**src/rtl/wb_write_arbiter_if.sv**
```systemverilog
// Bundles the write-arbiter bus: WB writeback, long-latency results, issue/decode checks, RF port.
// Pure wiring, no latency.
// lu_valid/lu_ready is a valid-ready pair; the WB source has no backpressure.
interface wb_write_arbiter_if #(
    parameter int AW    = 5,
    parameter int DW    = 32,
    parameter int DEPTH = 2
);
    localparam int CW = $clog2(DEPTH) + 1;

    logic          wb_we;
    logic [AW-1:0] wb_addr;
    logic [DW-1:0] wb_data;
    logic          lu_valid;
    logic          lu_ready;
    logic [AW-1:0] lu_addr;
    logic [DW-1:0] lu_data;
    logic          iss_valid;
    logic [AW-1:0] iss_addr;
    logic          chk_en1;
    logic          chk_en2;
    logic          chk_den;
    logic [AW-1:0] chk_addr1;
    logic [AW-1:0] chk_addr2;
    logic [AW-1:0] chk_dst;
    logic          stall;
    logic          rf_we;
    logic [AW-1:0] rf_waddr;
    logic [DW-1:0] rf_wdata;
    logic [CW-1:0] fifo_cnt;
    logic          err;

    modport master (
        output wb_we, wb_addr, wb_data,
        output lu_valid, lu_addr, lu_data,
        output iss_valid, iss_addr,
        output chk_en1, chk_en2, chk_den, chk_addr1, chk_addr2, chk_dst,
        input  lu_ready, stall, rf_we, rf_waddr, rf_wdata, fifo_cnt, err
    );

    modport slave (
        input  wb_we, wb_addr, wb_data,
        input  lu_valid, lu_addr, lu_data,
        input  iss_valid, iss_addr,
        input  chk_en1, chk_en2, chk_den, chk_addr1, chk_addr2, chk_dst,
        output lu_ready, stall, rf_we, rf_waddr, rf_wdata, fifo_cnt, err
    );
endinterface

```
**src/rtl/wb_write_arbiter.sv**
```systemverilog
// Single RF write port shared by WB writeback (priority) and buffered long-latency results; busy scoreboard + stall.
// One cycle from winning source to rf_*; stall and lu_ready are combinational from registered state.
// lu_ready drops when the result FIFO is full; WB writeback is never stalled, so the FIFO drains only on WB-idle cycles.
module wb_write_arbiter #(
    parameter int DEPTH = 2,
    parameter int AW    = 5,
    parameter int DW    = 32
) (
    input  logic              CLK,
    input  logic              RSTN,
    wb_write_arbiter_if.slave bus
);
    localparam int PW   = $clog2(DEPTH);
    localparam int CW   = $clog2(DEPTH) + 1;
    localparam int NREG = 1 << AW;
    localparam logic [CW-1:0] FULL_CNT = CW'(DEPTH);

    // Result FIFO storage and control
    logic [AW-1:0] mem_addr [DEPTH];
    logic [DW-1:0] mem_data [DEPTH];
    logic [PW-1:0] rd_ptr;
    logic [PW-1:0] wr_ptr;
    logic [CW-1:0] cnt;

    // Scoreboard and sticky error
    logic [NREG-1:0] busy;
    logic [NREG-1:0] busy_nxt;
    logic            err_q;

    // Registered write port
    logic          rf_we_q;
    logic [AW-1:0] rf_waddr_q;
    logic [DW-1:0] rf_wdata_q;

    logic          fifo_empty;
    logic          accept;
    logic          pop;
    logic          bypass;
    logic          push;
    logic          lu_wr;
    logic [AW-1:0] lu_wr_addr;
    logic [DW-1:0] lu_wr_data;
    logic          err_set;

    assign fifo_empty   = (cnt == '0);
    assign bus.lu_ready = (cnt < FULL_CNT);
    assign accept       = bus.lu_valid & bus.lu_ready;

    // WB wins; otherwise the oldest buffered result; otherwise a fresh result goes straight through.
    assign pop    = ~bus.wb_we & ~fifo_empty;
    assign bypass = ~bus.wb_we & fifo_empty & accept;
    assign push   = accept & ~bypass;

    assign lu_wr      = pop | bypass;
    assign lu_wr_addr = pop ? mem_addr[rd_ptr] : bus.lu_addr;
    assign lu_wr_data = pop ? mem_data[rd_ptr] : bus.lu_data;

    // Hazard stall only sees registered busy bits; a same-cycle issue shows up next cycle.
    assign bus.stall = (bus.chk_en1 & busy[bus.chk_addr1])
                     | (bus.chk_en2 & busy[bus.chk_addr2])
                     | (bus.chk_den & busy[bus.chk_dst]);

    // Protocol violations: double issue, WAW that slipped past the stall, orphan long-latency write.
    assign err_set = (bus.iss_valid & busy[bus.iss_addr])
                   | (bus.wb_we & busy[bus.wb_addr])
                   | (lu_wr & ~busy[lu_wr_addr]);

    assign bus.rf_we    = rf_we_q;
    assign bus.rf_waddr = rf_waddr_q;
    assign bus.rf_wdata = rf_wdata_q;
    assign bus.fifo_cnt = cnt;
    assign bus.err      = err_q;

    // Next scoreboard: clear on long-latency write, then set on issue so set wins on a collision.
    always_comb begin
        busy_nxt = busy;
        if (lu_wr) begin
            busy_nxt[lu_wr_addr] = 1'b0;
        end
        if (bus.iss_valid) begin
            busy_nxt[bus.iss_addr] = 1'b1;
        end
    end

    // Register-file write port; address/data hold on idle cycles.
    always_ff @(posedge CLK or negedge RSTN) begin
        if (!RSTN) begin
            rf_we_q    <= 1'b0;
            rf_waddr_q <= '0;
            rf_wdata_q <= '0;
        end else if (bus.wb_we) begin
            rf_we_q    <= 1'b1;
            rf_waddr_q <= bus.wb_addr;
            rf_wdata_q <= bus.wb_data;
        end else if (lu_wr) begin
            rf_we_q    <= 1'b1;
            rf_waddr_q <= lu_wr_addr;
            rf_wdata_q <= lu_wr_data;
        end else begin
            rf_we_q    <= 1'b0;
        end
    end

    // FIFO pointers and occupancy; push and pop together leave the count unchanged.
    always_ff @(posedge CLK or negedge RSTN) begin
        if (!RSTN) begin
            rd_ptr <= '0;
            wr_ptr <= '0;
            cnt    <= '0;
        end else begin
            if (push) begin
                wr_ptr <= wr_ptr + PW'(1);
            end
            if (pop) begin
                rd_ptr <= rd_ptr + PW'(1);
            end
            case ({push, pop})
                2'b10:   cnt <= cnt + CW'(1);
                2'b01:   cnt <= cnt - CW'(1);
                default: cnt <= cnt;
            endcase
        end
    end

    // FIFO payload storage; contents are meaningless while not counted, so no reset.
    always_ff @(posedge CLK) begin
        if (push) begin
            mem_addr[wr_ptr] <= bus.lu_addr;
            mem_data[wr_ptr] <= bus.lu_data;
        end
    end

    // Scoreboard and sticky error register.
    always_ff @(posedge CLK or negedge RSTN) begin
        if (!RSTN) begin
            busy  <= '0;
            err_q <= 1'b0;
        end else begin
            busy <= busy_nxt;
            if (err_set) begin
                err_q <= 1'b1;
            end
        end
    end
endmodule
```
**src/flat_wrapper.sv**
```systemverilog
// flat-port wrapper written by rule: the top's interface ports become plain ports
module wb_write_arbiter_flat 
#(
    parameter int DEPTH = 2,
    parameter int AW    = 5,
    parameter int DW    = 32
)
  (CLK, RSTN, bus_wb_we, bus_wb_addr, bus_wb_data, bus_lu_valid, bus_lu_addr, bus_lu_data, bus_iss_valid, bus_iss_addr, bus_chk_en1, bus_chk_en2, bus_chk_den, bus_chk_addr1, bus_chk_addr2, bus_chk_dst, bus_lu_ready, bus_stall, bus_rf_we, bus_rf_waddr, bus_rf_wdata, bus_fifo_cnt, bus_err);
  wb_write_arbiter_if #(.AW(AW), .DW(DW), .DEPTH(DEPTH)) bus_i ();
  input  logic CLK;
  input  logic RSTN;
  input wire logic [$bits(bus_i.wb_we)-1:0] bus_wb_we;
  input wire logic [$bits(bus_i.wb_addr)-1:0] bus_wb_addr;
  input wire logic [$bits(bus_i.wb_data)-1:0] bus_wb_data;
  input wire logic [$bits(bus_i.lu_valid)-1:0] bus_lu_valid;
  input wire logic [$bits(bus_i.lu_addr)-1:0] bus_lu_addr;
  input wire logic [$bits(bus_i.lu_data)-1:0] bus_lu_data;
  input wire logic [$bits(bus_i.iss_valid)-1:0] bus_iss_valid;
  input wire logic [$bits(bus_i.iss_addr)-1:0] bus_iss_addr;
  input wire logic [$bits(bus_i.chk_en1)-1:0] bus_chk_en1;
  input wire logic [$bits(bus_i.chk_en2)-1:0] bus_chk_en2;
  input wire logic [$bits(bus_i.chk_den)-1:0] bus_chk_den;
  input wire logic [$bits(bus_i.chk_addr1)-1:0] bus_chk_addr1;
  input wire logic [$bits(bus_i.chk_addr2)-1:0] bus_chk_addr2;
  input wire logic [$bits(bus_i.chk_dst)-1:0] bus_chk_dst;
  output wire logic [$bits(bus_i.lu_ready)-1:0] bus_lu_ready;
  output wire logic [$bits(bus_i.stall)-1:0] bus_stall;
  output wire logic [$bits(bus_i.rf_we)-1:0] bus_rf_we;
  output wire logic [$bits(bus_i.rf_waddr)-1:0] bus_rf_waddr;
  output wire logic [$bits(bus_i.rf_wdata)-1:0] bus_rf_wdata;
  output wire logic [$bits(bus_i.fifo_cnt)-1:0] bus_fifo_cnt;
  output wire logic [$bits(bus_i.err)-1:0] bus_err;
  assign bus_i.wb_we = bus_wb_we;
  assign bus_i.wb_addr = bus_wb_addr;
  assign bus_i.wb_data = bus_wb_data;
  assign bus_i.lu_valid = bus_lu_valid;
  assign bus_i.lu_addr = bus_lu_addr;
  assign bus_i.lu_data = bus_lu_data;
  assign bus_i.iss_valid = bus_iss_valid;
  assign bus_i.iss_addr = bus_iss_addr;
  assign bus_i.chk_en1 = bus_chk_en1;
  assign bus_i.chk_en2 = bus_chk_en2;
  assign bus_i.chk_den = bus_chk_den;
  assign bus_i.chk_addr1 = bus_chk_addr1;
  assign bus_i.chk_addr2 = bus_chk_addr2;
  assign bus_i.chk_dst = bus_chk_dst;
  assign bus_lu_ready = bus_i.lu_ready;
  assign bus_stall = bus_i.stall;
  assign bus_rf_we = bus_i.rf_we;
  assign bus_rf_waddr = bus_i.rf_waddr;
  assign bus_rf_wdata = bus_i.rf_wdata;
  assign bus_fifo_cnt = bus_i.fifo_cnt;
  assign bus_err = bus_i.err;
  wb_write_arbiter #(.DEPTH(DEPTH), .AW(AW), .DW(DW)) u_core (.CLK(CLK), .RSTN(RSTN), .bus(bus_i));
endmodule
```
**config.mk**
```make
export PLATFORM = sky130hd
export DESIGN_NAME = wb_write_arbiter_flat
export DESIGN_NICKNAME = d
export VERILOG_FILES = /design/src/rtl/wb_write_arbiter_if.sv /design/src/rtl/wb_write_arbiter.sv /design/src/flat_wrapper.sv
export SDC_FILE = /design/constraint.sdc
export NUM_CORES = 1
export LEC_CHECK = 0
export BUFFER_PORTS_ARGS = -buffer_cell sky130_fd_sc_hd__buf_2
export CORE_ASPECT_RATIO = 1.1
export CORE_MARGIN = 5
export CORE_UTILIZATION = 28
export DETAILED_ROUTE_END_ITERATION = 16
export PLACE_DENSITY_LB_ADDON = 0.08
export SETUP_SLACK_MARGIN = 0.4
export SYNTH_ARGS = -nofsm -noshare
export SYNTH_HDL_FRONTEND = slang
export SYNTH_SLANG_ARGS = --single-unit
```
**constraint.sdc**
```tcl
create_clock -name CLK -period 5.44 [get_ports CLK]
set_clock_uncertainty 0.15 [all_clocks]
set_input_delay 1.632 -clock CLK [delete_from_list [all_inputs] [get_ports CLK]]
set_output_delay 1.632 -clock CLK [all_outputs]
set_load 0.005 [all_outputs]
```
**Word level (Yosys, flattened, before mapping)**

Memories as Yosys holds them, arrays and structs flattened.
Index checks and enable logic that the tools add are counted.

- Add/sub/neg operators: 4
- $lt $le $gt $ge: 9
- Equality and inequality tests: 2
- Muxes and demuxes: 29
- Bitwise logic cells: 23
- Reduce and logical (&&, ||, !) cells: 5

Operator list:

| operator | count |
|---|---|
| 2-to-1 mux 32 bit | 5 |
| less-than comparator 5 x 6 -> 1 bit (second input constant) | 6 |
| AND 32 bit | 1 |
| inverter 32 bit | 1 |
| OR 32 bit | 1 |
| binary-select mux 1 bit (select 5 bit) | 6 |
| 2-to-1 mux 5 bit | 3 |
| 2-to-1 mux 1 bit | 12 |
| AND 1 bit | 11 |
| demux 1 bit (select 5 bit) | 2 |
| greater-or-equal comparator 5 x 1 -> 1 bit (second input constant) | 2 |
| OR 1 bit | 5 |
| inverter 1 bit | 4 |
| one-hot mux 2 bit (2 select lines) | 1 |
| nonzero test 2 bit | 2 |
| adder 1 bit (second input constant) | 2 |
| adder 2 x 1 -> 2 bit (second input constant) | 1 |
| == test 2 x 1 -> 1 bit (second input constant) | 1 |
| == test 2 bit (second input constant) | 1 |
| logical AND 1 bit | 2 |
| zero test 2 bit | 1 |
| less-than comparator 2 bit (second input constant) | 1 |
| subtractor 2 x 1 -> 2 bit (second input constant) | 1 |

- Bits in registers: 75
- Bits in writable memories: 74
- Input bits: 102
- Output and inout port bits: 43
- Logic and storage cells: 82
- Memories: 2

Memories:

| memory | depth | width | read ports | clocked after memory_dff | wr ports | RTL line | source |
|---|---|---|---|---|---|---|---|
| u_core.mem_data | 2 | 32 | 1 | 0 | 1 | wb_write_arbiter.sv:20 | `logic [DW-1:0] mem_data [DEPTH];` |
| u_core.mem_addr | 2 | 5 | 1 | 0 | 1 | wb_write_arbiter.sv:19 | `logic [AW-1:0] mem_addr [DEPTH];` |

**Logic depth before layout (Yosys ltp)**

Gate-level depths: netlist of run 1.

- Depth after elaboration: 13
- Mapped depth: 9
- Gate-level depth less buffers: 6

**Least setup slack after synthesis of run 1**

Ideal clock, no wire load.

- Path kind: input port to output port
- Start: input bus_chk_dst[0]
- End: output bus_stall
- Data arrival time: 3.428 ns
- Data required time: 3.658 ns
- Path slack: 0.230 ns
- Stages on the path: 6
- Path buffers: 1
- Path through: clkbuf_1 -> mux4_2 -> mux4_2 -> mux2_2 -> nand2_1 -> nand2_1

- Cells in the longest elaborated chain, start to end: 4

Ends and longest elaborated chain:

| item | RTL line | source |
|---|---|---|
| start: declaration | flat_wrapper.sv:25 | `input wire logic [$bits(bus_i.chk_dst)-1:0] bus_chk_dst;` |
| binary-select mux 1 bit (select 5 bit) | wb_write_arbiter.sv:61 | `\| (bus.chk_den & busy[bus.chk_dst]);` |
| 2-to-1 mux 1 bit (implied by the code) | wb_write_arbiter.sv:61 |  |
| AND 1 bit | wb_write_arbiter.sv:61 |  |
| OR 1 bit | wb_write_arbiter.sv:61 |  |
| end: declaration | flat_wrapper.sv:27 | `output wire logic [$bits(bus_i.stall)-1:0] bus_stall;` |

Every way passes these cells. The select of a mux whose other input is x is not followed.

**Worst setup path in the final report of run 1**

- Start: input bus_chk_addr2[0]
- End: output bus_stall

- Cells in the longest elaborated chain, start to end: 5

Ends and longest elaborated chain:

| item | RTL line | source |
|---|---|---|
| start: declaration | flat_wrapper.sv:24 | `input wire logic [$bits(bus_i.chk_addr2)-1:0] bus_chk_addr2;` |
| binary-select mux 1 bit (select 5 bit) | wb_write_arbiter.sv:60 | `\| (bus.chk_en2 & busy[bus.chk_addr2])` |
| 2-to-1 mux 1 bit (implied by the code) | wb_write_arbiter.sv:60 |  |
| AND 1 bit | wb_write_arbiter.sv:60 |  |
| OR 1 bit | wb_write_arbiter.sv:60 |  |
| OR 1 bit | wb_write_arbiter.sv:61 |  |

Every way passes these cells. The select of a mux whose other input is x is not followed.

==> results of run 1 <==
[synth_stat cells (all sizes together), types with 2 or more instances]
| library cell | number |
|---|---|
| nand2b | 9 |
| a21oi | 38 |
| or3b | 3 |
| nand3b | 5 |
| buf | 15 |
| nand2 | 42 |
| clkbuf | 24 |
| o22ai | 4 |
| nor3 | 2 |
| nand3 | 10 |
| mux2 | 44 |
| mux4 | 55 |
| nor2 | 43 |
| xnor2 | 4 |
| edfxtp | 74 |
| inv | 12 |
| mux2i | 37 |
| o21ai | 101 |
| dfrtp | 75 |
[through the flow]
stage / cell area (um^2) / worst slack, ns / cells
6_report: 9528 / 0.3435 / 1120
5_1_grt: 9528 / 0.2833 / 1120
4_1_cts: 9528 / 0.3287 / 1120
3_5_place_dp: 8934 / 0.1026 / 1088
3_3_place_gp: 8934 / 0.1429 / 1088
2_1_floorplan: 7850 / 0.4367 / 613
[critical path: stages]
cell and delay (ns):
buf_12 0.11, mux4_2 0.50, mux4_2 0.47, mux2_4 0.28, a22oi_2 0.15, nand2_1 0.06, buf_2 0.12
[registers in the layout, summed over array words and instances, names as in the netlist]
signal,count
u_core.rd_ptr,1
u_core.wr_ptr,1
u_core.bus.rf_we,1
u_core.bus.rf_waddr,5
u_core.bus.err,1
u_core.busy,32
u_core.bus.rf_wdata,32
u_core.mem_data,64
u_core.mem_addr,10
u_core.bus.fifo_cnt,2
[timing repair]
item / CTS / global route
pin swaps: 2 / 0
hold buffers: 0 / 0
gates resized for setup: 11 / 0
endpoints found under the setup margin: 1 / 1
[final timing paths]
path	from	end	cells past startpoint
worst max-delay path	bus_chk_addr2[0]	bus_stall	7
worst min-delay path	u_core.wr_ptr$_DFFE_PN0P_	u_core.wr_ptr$_DFFE_PN0P_	1
worst max register to register	u_core.rd_ptr$_DFFE_PN0N_	u_core.busy[24]$_DFF_PN0_	8
worst min register to register	u_core.wr_ptr$_DFFE_PN0P_	u_core.wr_ptr$_DFFE_PN0P_	1
max in group asynchronous	RSTN	u_core.busy[9]$_DFF_PN0_	2
min in group asynchronous	RSTN	u_core.bus.rf_wdata[7]$_DFFE_PN0P_	1
[where the power goes]
part	internal [mW]	switching [mW]	total [mW]
Combinational	0.838	0.773	1.61
Clock	0.609	0.515	1.12
Sequential	1.50	0.453	1.95
Total	2.94	1.74	4.68
[metal layers]
layer	GRT usage	vias to the layer above
li1	-	2599
met2	0.2609	245
met1	0.1905	2854
met3	0.03420	43
met5	0	-
met4	0.05862	4
[layout make-up]
class                      count  area share
tap                          363     0.04767
clock inverter                14     0.01195
timing repair buffer         151     0.08746
inverter                      12    0.004728
clock buffer                  18     0.04609
sequential                   149      0.4303
multi-input combinational    413      0.3718
[logic make-up after synthesis]
family / Yosys count / synth area share
compound gates: 152 / 0.1021
buf+inv: 51 / 0.03000
xor+xnor: 5 / 0.005585
simple gates: 119 / 0.06783
mux: 136 / 0.2700
flops: 149 / 0.5228
fa+ha+maj: 1 / 0.001596
==> run_summary.xml, run 1 <==
<?xml version="1.0" encoding="UTF-8"?>
<metrics>
  <group name="sta">
    <metric name="finalMaxSlewViolations" unit="">0</metric>
    <metric name="hold_slack" unit="ns">0.4001</metric>
    <metric name="final-hold-violation-count" unit="">0</metric>
    <metric name="final_worst_path_period_need" unit="ns">5.096</metric>
    <metric name="rsz0062_at_grt" unit="">yes</metric>
    <metric name="setup-violations-final" unit="">0</metric>
    <metric name="fmaxAchievable" unit="MHz">196.2</metric>
    <metric name="maxSlewHeadroom" unit="">0.4088</metric>
    <metric name="max_slew.worst_pin.slew" unit="ns">0.8868</metric>
    <metric name="setup-tns-final" unit="ns">0</metric>
    <metric name="finalCritPeriodShare" unit="">0.9368</metric>
  </group>
  <group name="yosys">
    <metric name="synth_cell_types" unit="">40</metric>
    <metric name="ys_async_sr_fraction" unit="">0.5034</metric>
    <metric name="synth_top_area_cell" unit="">edfxtp_1</metric>
    <metric name="synth_seq_area_share" unit="">0.5228</metric>
    <metric name="yosys_register_bits" unit="">149</metric>
    <metric name="synthFlopType" unit="">dfrtp_1</metric>
    <metric name="postSynthNetCount" unit="">716</metric>
    <metric name="syn_avg_cell_area" unit="um^2">12.79</metric>
    <metric name="synthCells" unit="">613</metric>
    <metric name="ys.warnings.count" unit="">0</metric>
    <metric name="synth_edf_count" unit="">74</metric>
    <metric name="synth_top_cell_area_share" unit="">0.2834</metric>
    <metric name="yosys-top-cells-area" unit="">edfxtp_1 (28%), dfrtp_1 (24%), mux4_2 (16%)</metric>
    <metric name="synthesis.area" unit="um^2">7840</metric>
  </group>
  <group name="final_layout">
    <metric name="diodes" unit="">0</metric>
    <metric name="design.final.nets" unit="">847</metric>
    <metric name="final_core_util" unit="">0.3439</metric>
    <metric name="layout_common_cells" unit="">buf_2 (140), o21ai_0 (101), dfrtp_1 (74), edfxtp_1 (74), mux4_2 (55)</metric>
    <metric name="area_growth" unit="%">21.53</metric>
    <metric name="fraction_of_layout_cells_with_a_size_suffix_above_1" unit="">0.3871</metric>
    <metric name="multi_input_comb_area" unit="um^2">3542</metric>
    <metric name="layout.cells.most_common" unit="">buf_2</metric>
    <metric name="area.sequential" unit="um^2">4100</metric>
    <metric name="fillers" unit="">2811</metric>
  </group>
  <group name="worst_setup_path">
    <metric name="required" unit="ns">3.66</metric>
    <metric name="timing.critical_path.to_type" unit="">output port</metric>
    <metric name="rrSetupSlack" unit="ns">2.60</metric>
    <metric name="cp_max_fo" unit="">8</metric>
    <metric name="timing.setup.critical_path_class" unit="">primary input to output port</metric>
    <metric name="critical_path.startpoint_type" unit="">primary input</metric>
    <metric name="worst_ep_arrival_time" unit="ns">3.31</metric>
  </group>
  <group name="detailed_routing">
    <metric name="met3_wirelength" unit="um">1575</metric>
    <metric name="finalWirelength" unit="um">24060</metric>
    <metric name="postRouteAntennaNets" unit="">0</metric>
    <metric name="post_drt_wl_per_cell" unit="um">21.48</metric>
    <metric name="route.vias.total" unit="">5745</metric>
    <metric name="drt_first_pass_iters" unit="">5</metric>
    <metric name="highest_metal_layer_used_by_the_detailed_router" unit="">met5</metric>
    <metric name="wl_met1" unit="um">9892</metric>
    <metric name="route.met2.wl" unit="um">11890</metric>
    <metric name="drt_first_iter_violations" unit="">365</metric>
    <metric name="via_per_inst" unit="">5.129</metric>
    <metric name="post-route-drc-count" unit="">0</metric>
  </group>
  <group name="floorplanning">
    <metric name="start_util" unit="">0.2830</metric>
    <metric name="chipWidth" unit="um">169.5</metric>
    <metric name="die_y" unit="um">185.5</metric>
    <metric name="die_area" unit="um^2">31450</metric>
    <metric name="floorplan.rows" unit="">64</metric>
    <metric name="fp.coreArea" unit="um^2">27710</metric>
    <metric name="pin_count" unit="">145</metric>
  </group>
  <group name="global_route">
    <metric name="grt_util_all_layers" unit="">0.1531</metric>
    <metric name="globalRouteOverflowTotal" unit="">0</metric>
    <metric name="pin_count_of_the_biggest_net_entering_global_routing" unit="">80</metric>
    <metric name="first_global_vias" unit="">6074</metric>
    <metric name="wire_length_of_the_first_global_routing_pass" unit="um">36280</metric>
    <metric name="antenna_found_initial" unit="">2</metric>
  </group>
  <group name="run_status">
    <metric name="result_of_the_run" unit="">completed</metric>
  </group>
  <group name="cts">
    <metric name="cts.root.buffer_cell" unit="">clkbuf_16</metric>
    <metric name="cts_setup_buffers" unit="">0</metric>
    <metric name="cts_buffers" unit="">17</metric>
    <metric name="cts.reportedPaths.clkPinSlew" unit="ns">0.06</metric>
    <metric name="tritoncts" unit="">yes</metric>
    <metric name="clk_latency" unit="ns">0.42</metric>
    <metric name="tritoncts_num_sinks" unit="">149</metric>
    <metric name="cts_buffer_depth" unit="">2</metric>
    <metric name="clock_tree.htree_level_count" unit="">4</metric>
  </group>
  <group name="placed_design">
    <metric name="detailedPlacementHpwl" unit="um">16560</metric>
    <metric name="routability_cong" unit="">0.8274</metric>
    <metric name="numPortBuffers" unit="">144</metric>
  </group>
  <group name="pwr">
    <metric name="design_power_total" unit="mW">4.684</metric>
    <metric name="static-leakage-power" unit="nW">3.736</metric>
    <metric name="powerDensity" unit="nW/um^2">491.6</metric>
    <metric name="irDropWorstVdd" unit="mV">0.1699</metric>
  </group>
  <group name="worst_hold_path">
    <metric name="hold_class" unit="">register to register</metric>
  </group>
  <group name="flow_run">
    <metric name="max-cap-violations" unit="">0</metric>
  </group>
</metrics>
(Power assumes the default switching activity.)
==> run 2: changes to the inputs <==
==> constraint.sdc (replaced) <==
create_clock -name CLK -period 5.44 [get_ports CLK]
set_clock_uncertainty 0.15 [all_clocks]
set_input_delay 0.272 -clock CLK [delete_from_list [all_inputs] [get_ports CLK]]
set_output_delay 0.272 -clock CLK [all_outputs]
set_load 0.005 [all_outputs]
==> run_summary.xml, run 2 (synthesized netlist as in run 1, its figures left out) <==
<?xml version="1.0" encoding="UTF-8"?>
<metrics>
  <group name="sta">
    <metric name="finalMaxSlewViolations" unit="">0</metric>
    <metric name="final_worst_path_period_need" unit="ns">3.389</metric>
    <metric name="finalCritPeriodShare" unit="">0.6230</metric>
    <metric name="post-route-worst-setup-slack" unit="ns">2.051</metric>
    <metric name="setup-tns-final" unit="ns">0</metric>
    <metric name="hold_slack" unit="ns">0.04600</metric>
    <metric name="max_slew.worst_pin.slew" unit="ns">1.192</metric>
    <metric name="maxSlewHeadroom" unit="">0.2037</metric>
    <metric name="rsz0062_at_grt" unit="">no</metric>
    <metric name="final-hold-violation-count" unit="">0</metric>
    <metric name="setup-violations-final" unit="">0</metric>
    <metric name="fmaxAchievable" unit="MHz">295.1</metric>
  </group>
  <group name="floorplanning">
    <metric name="pin_count" unit="">145</metric>
    <metric name="floorplan.rows" unit="">64</metric>
    <metric name="die_area" unit="um^2">31450</metric>
    <metric name="fp.coreArea" unit="um^2">27710</metric>
    <metric name="chipWidth" unit="um">169.5</metric>
    <metric name="die_y" unit="um">185.5</metric>
    <metric name="start_util" unit="">0.2830</metric>
  </group>
  <group name="detailed_routing">
    <metric name="drt_first_pass_iters" unit="">5</metric>
    <metric name="drt_first_iter_violations" unit="">410</metric>
    <metric name="route.vias.total" unit="">5924</metric>
    <metric name="finalWirelength" unit="um">24750</metric>
    <metric name="post-route-drc-count" unit="">0</metric>
    <metric name="postRouteAntennaNets" unit="">0</metric>
    <metric name="post_drt_wl_per_cell" unit="um">20.82</metric>
    <metric name="via_per_inst" unit="">4.982</metric>
  </group>
  <group name="worst_setup_path">
    <metric name="timing.reg2reg.worst_path_depth" unit="">7</metric>
    <metric name="rrSetupSlack" unit="ns">2.05</metric>
    <metric name="worst_ep_arrival_time" unit="ns">3.56</metric>
    <metric name="timing.setup.critical_path_class" unit="">register to register</metric>
    <metric name="critical_path.startpoint_type" unit="">register</metric>
    <metric name="timing.critical_path.to_type" unit="">register</metric>
    <metric name="required" unit="ns">5.61</metric>
    <metric name="cp_max_fo" unit="">38</metric>
  </group>
  <group name="pwr">
    <metric name="seqPwrFrac" unit="">0.415</metric>
    <metric name="design_power_total" unit="mW">4.686</metric>
    <metric name="combPwrFrac" unit="">0.347</metric>
    <metric name="p_int" unit="mW">2.958</metric>
    <metric name="clock_power_share" unit="">0.237</metric>
    <metric name="share_of_total_power_consumed_by_net_switching" unit="">0.3689</metric>
    <metric name="static-leakage-power" unit="nW">3.994</metric>
    <metric name="irDropWorstVdd" unit="mV">0.1934</metric>
    <metric name="powerDensity" unit="nW/um^2">461.2</metric>
    <metric name="power_switching" unit="mW">1.729</metric>
  </group>
  <group name="global_route">
    <metric name="wire_length_of_the_first_global_routing_pass" unit="um">37350</metric>
    <metric name="first_global_vias" unit="">6253</metric>
    <metric name="globalRouteOverflowTotal" unit="">0</metric>
    <metric name="pin_count_of_the_biggest_net_entering_global_routing" unit="">80</metric>
    <metric name="grt_util_all_layers" unit="">0.1574</metric>
    <metric name="antenna_found_initial" unit="">1</metric>
  </group>
  <group name="worst_hold_path">
    <metric name="holdPathStages" unit="">3</metric>
    <metric name="hold_class" unit="">primary input to register</metric>
  </group>
  <group name="final_layout">
    <metric name="area_growth" unit="%">29.60</metric>
    <metric name="diodes" unit="">0</metric>
    <metric name="layout.cells.most_common" unit="">buf_2</metric>
    <metric name="fraction_of_layout_cells_with_a_size_suffix_above_1" unit="">0.3487</metric>
    <metric name="largest_register" unit="">u_core.mem_data</metric>
    <metric name="layout_common_cells" unit="">buf_2 (143), o21ai_0 (101), dfrtp_1 (74), edfxtp_1 (74), dlygate4sd3_1 (72)</metric>
    <metric name="design.final.nets" unit="">917</metric>
    <metric name="fillers" unit="">2777</metric>
    <metric name="largest_reg_flops" unit="">64</metric>
    <metric name="finalInstanceArea" unit="um^2">10160</metric>
  </group>
  <group name="cts">
    <metric name="cts_setup_buffers" unit="">0</metric>
    <metric name="tritoncts_num_sinks" unit="">149</metric>
    <metric name="clock_tree.htree_level_count" unit="">4</metric>
    <metric name="tritoncts" unit="">yes</metric>
    <metric name="clk_latency" unit="ns">0.42</metric>
    <metric name="cts_buffer_depth" unit="">2</metric>
    <metric name="cts.reportedPaths.clkPinSlew" unit="ns">0.07</metric>
    <metric name="cts_buffers" unit="">17</metric>
    <metric name="cts.root.buffer_cell" unit="">clkbuf_16</metric>
  </group>
  <group name="placed_design">
    <metric name="detailedPlacementHpwl" unit="um">16800</metric>
    <metric name="placed_area" unit="um^2">8889</metric>
    <metric name="numPortBuffers" unit="">144</metric>
    <metric name="routability_cong" unit="">0.8309</metric>
    <metric name="place_worst_setup_slack" unit="ns">1.986</metric>
  </group>
  <group name="flow_run">
    <metric name="max-cap-violations" unit="">0</metric>
  </group>
  <group name="run_status">
    <metric name="result_of_the_run" unit="">completed</metric>
  </group>
</metrics>
[run 2: worst max-delay path: stages, from the launching register on]
cell and delay, ns:
dfrtp_2 0.34, buf_4 0.53, mux2_2 0.41, mux2i_1 0.86
mux4_2 0.61, inv_1 0.07, o2111ai_1 0.11, o31ai_1 0.20
[run 2: power groups by stage]
stage,Clock [mW],Combinational [mW],Sequential (mW)
CTS,1.15,1.66,1.93
finish,1.11,1.63,1.95
global route,1.19,1.81,1.97
floorplan,0,1.19,1.72
detailed placement,0,1.61,1.96
global placement,0,1.60,1.96
[run 2: layout make-up]
type	count	area, um^2	share of cell area
Tap cell	363	454.2	0.04470
Multi-Input combinational cell	413	3528	0.3472
Timing Repair Buffer	221	1481	0.1458
Inverter	12	45.04	0.004433
Clock inverter	13	112.6	0.01108
Clock buffer	18	439.2	0.04322
Sequential cell	149	4100	0.4035
[run 2: repair_timing]
item / in CTS / in global routing
endpoints found under the hold margin: 137 / 0
gates resized for setup: 0 / 0
hold buffers: 72 / 0
[run 2: metal layers]
layer  part of all wire  up-vias  wire (um)  global-route usage
met5            0.00081        -         20                   0
met4              0.023        2        578             0.05668
met3              0.066       38       1646             0.03483
met2               0.49      217      12150              0.2632
met1               0.42     2923      10350              0.2021
li1                   -     2744          -                   -
[run 2: path summary, 6_finish.rpt]
kind | start | end
setup / recovery | u_core.rd_ptr$_DFFE_PN0N_ | u_core.bus.err$_DFFE_PN0P_
max in group asynchronous | RSTN | u_core.bus.rf_wdata[21]$_DFFE_PN0P_
min in group asynchronous | RSTN | u_core.busy[25]$_DFF_PN0_
hold reg to reg | u_core.bus.err$_DFFE_PN0P_ | u_core.bus.err$_DFFE_PN0P_
setup reg to reg | u_core.rd_ptr$_DFFE_PN0N_ | u_core.bus.err$_DFFE_PN0P_
hold / removal | bus_wb_addr[2] | u_core.bus.rf_waddr[2]$_DFFE_PN0P_
[run 2: per-stage QoR]
stage          std cells    util
2_1_floorplan        613       -
3_3_place_gp        1086  0.3208
3_5_place_dp        1086  0.3208
4_1_cts             1189  0.3667
5_1_grt             1189  0.3667
6_report            1189  0.3667
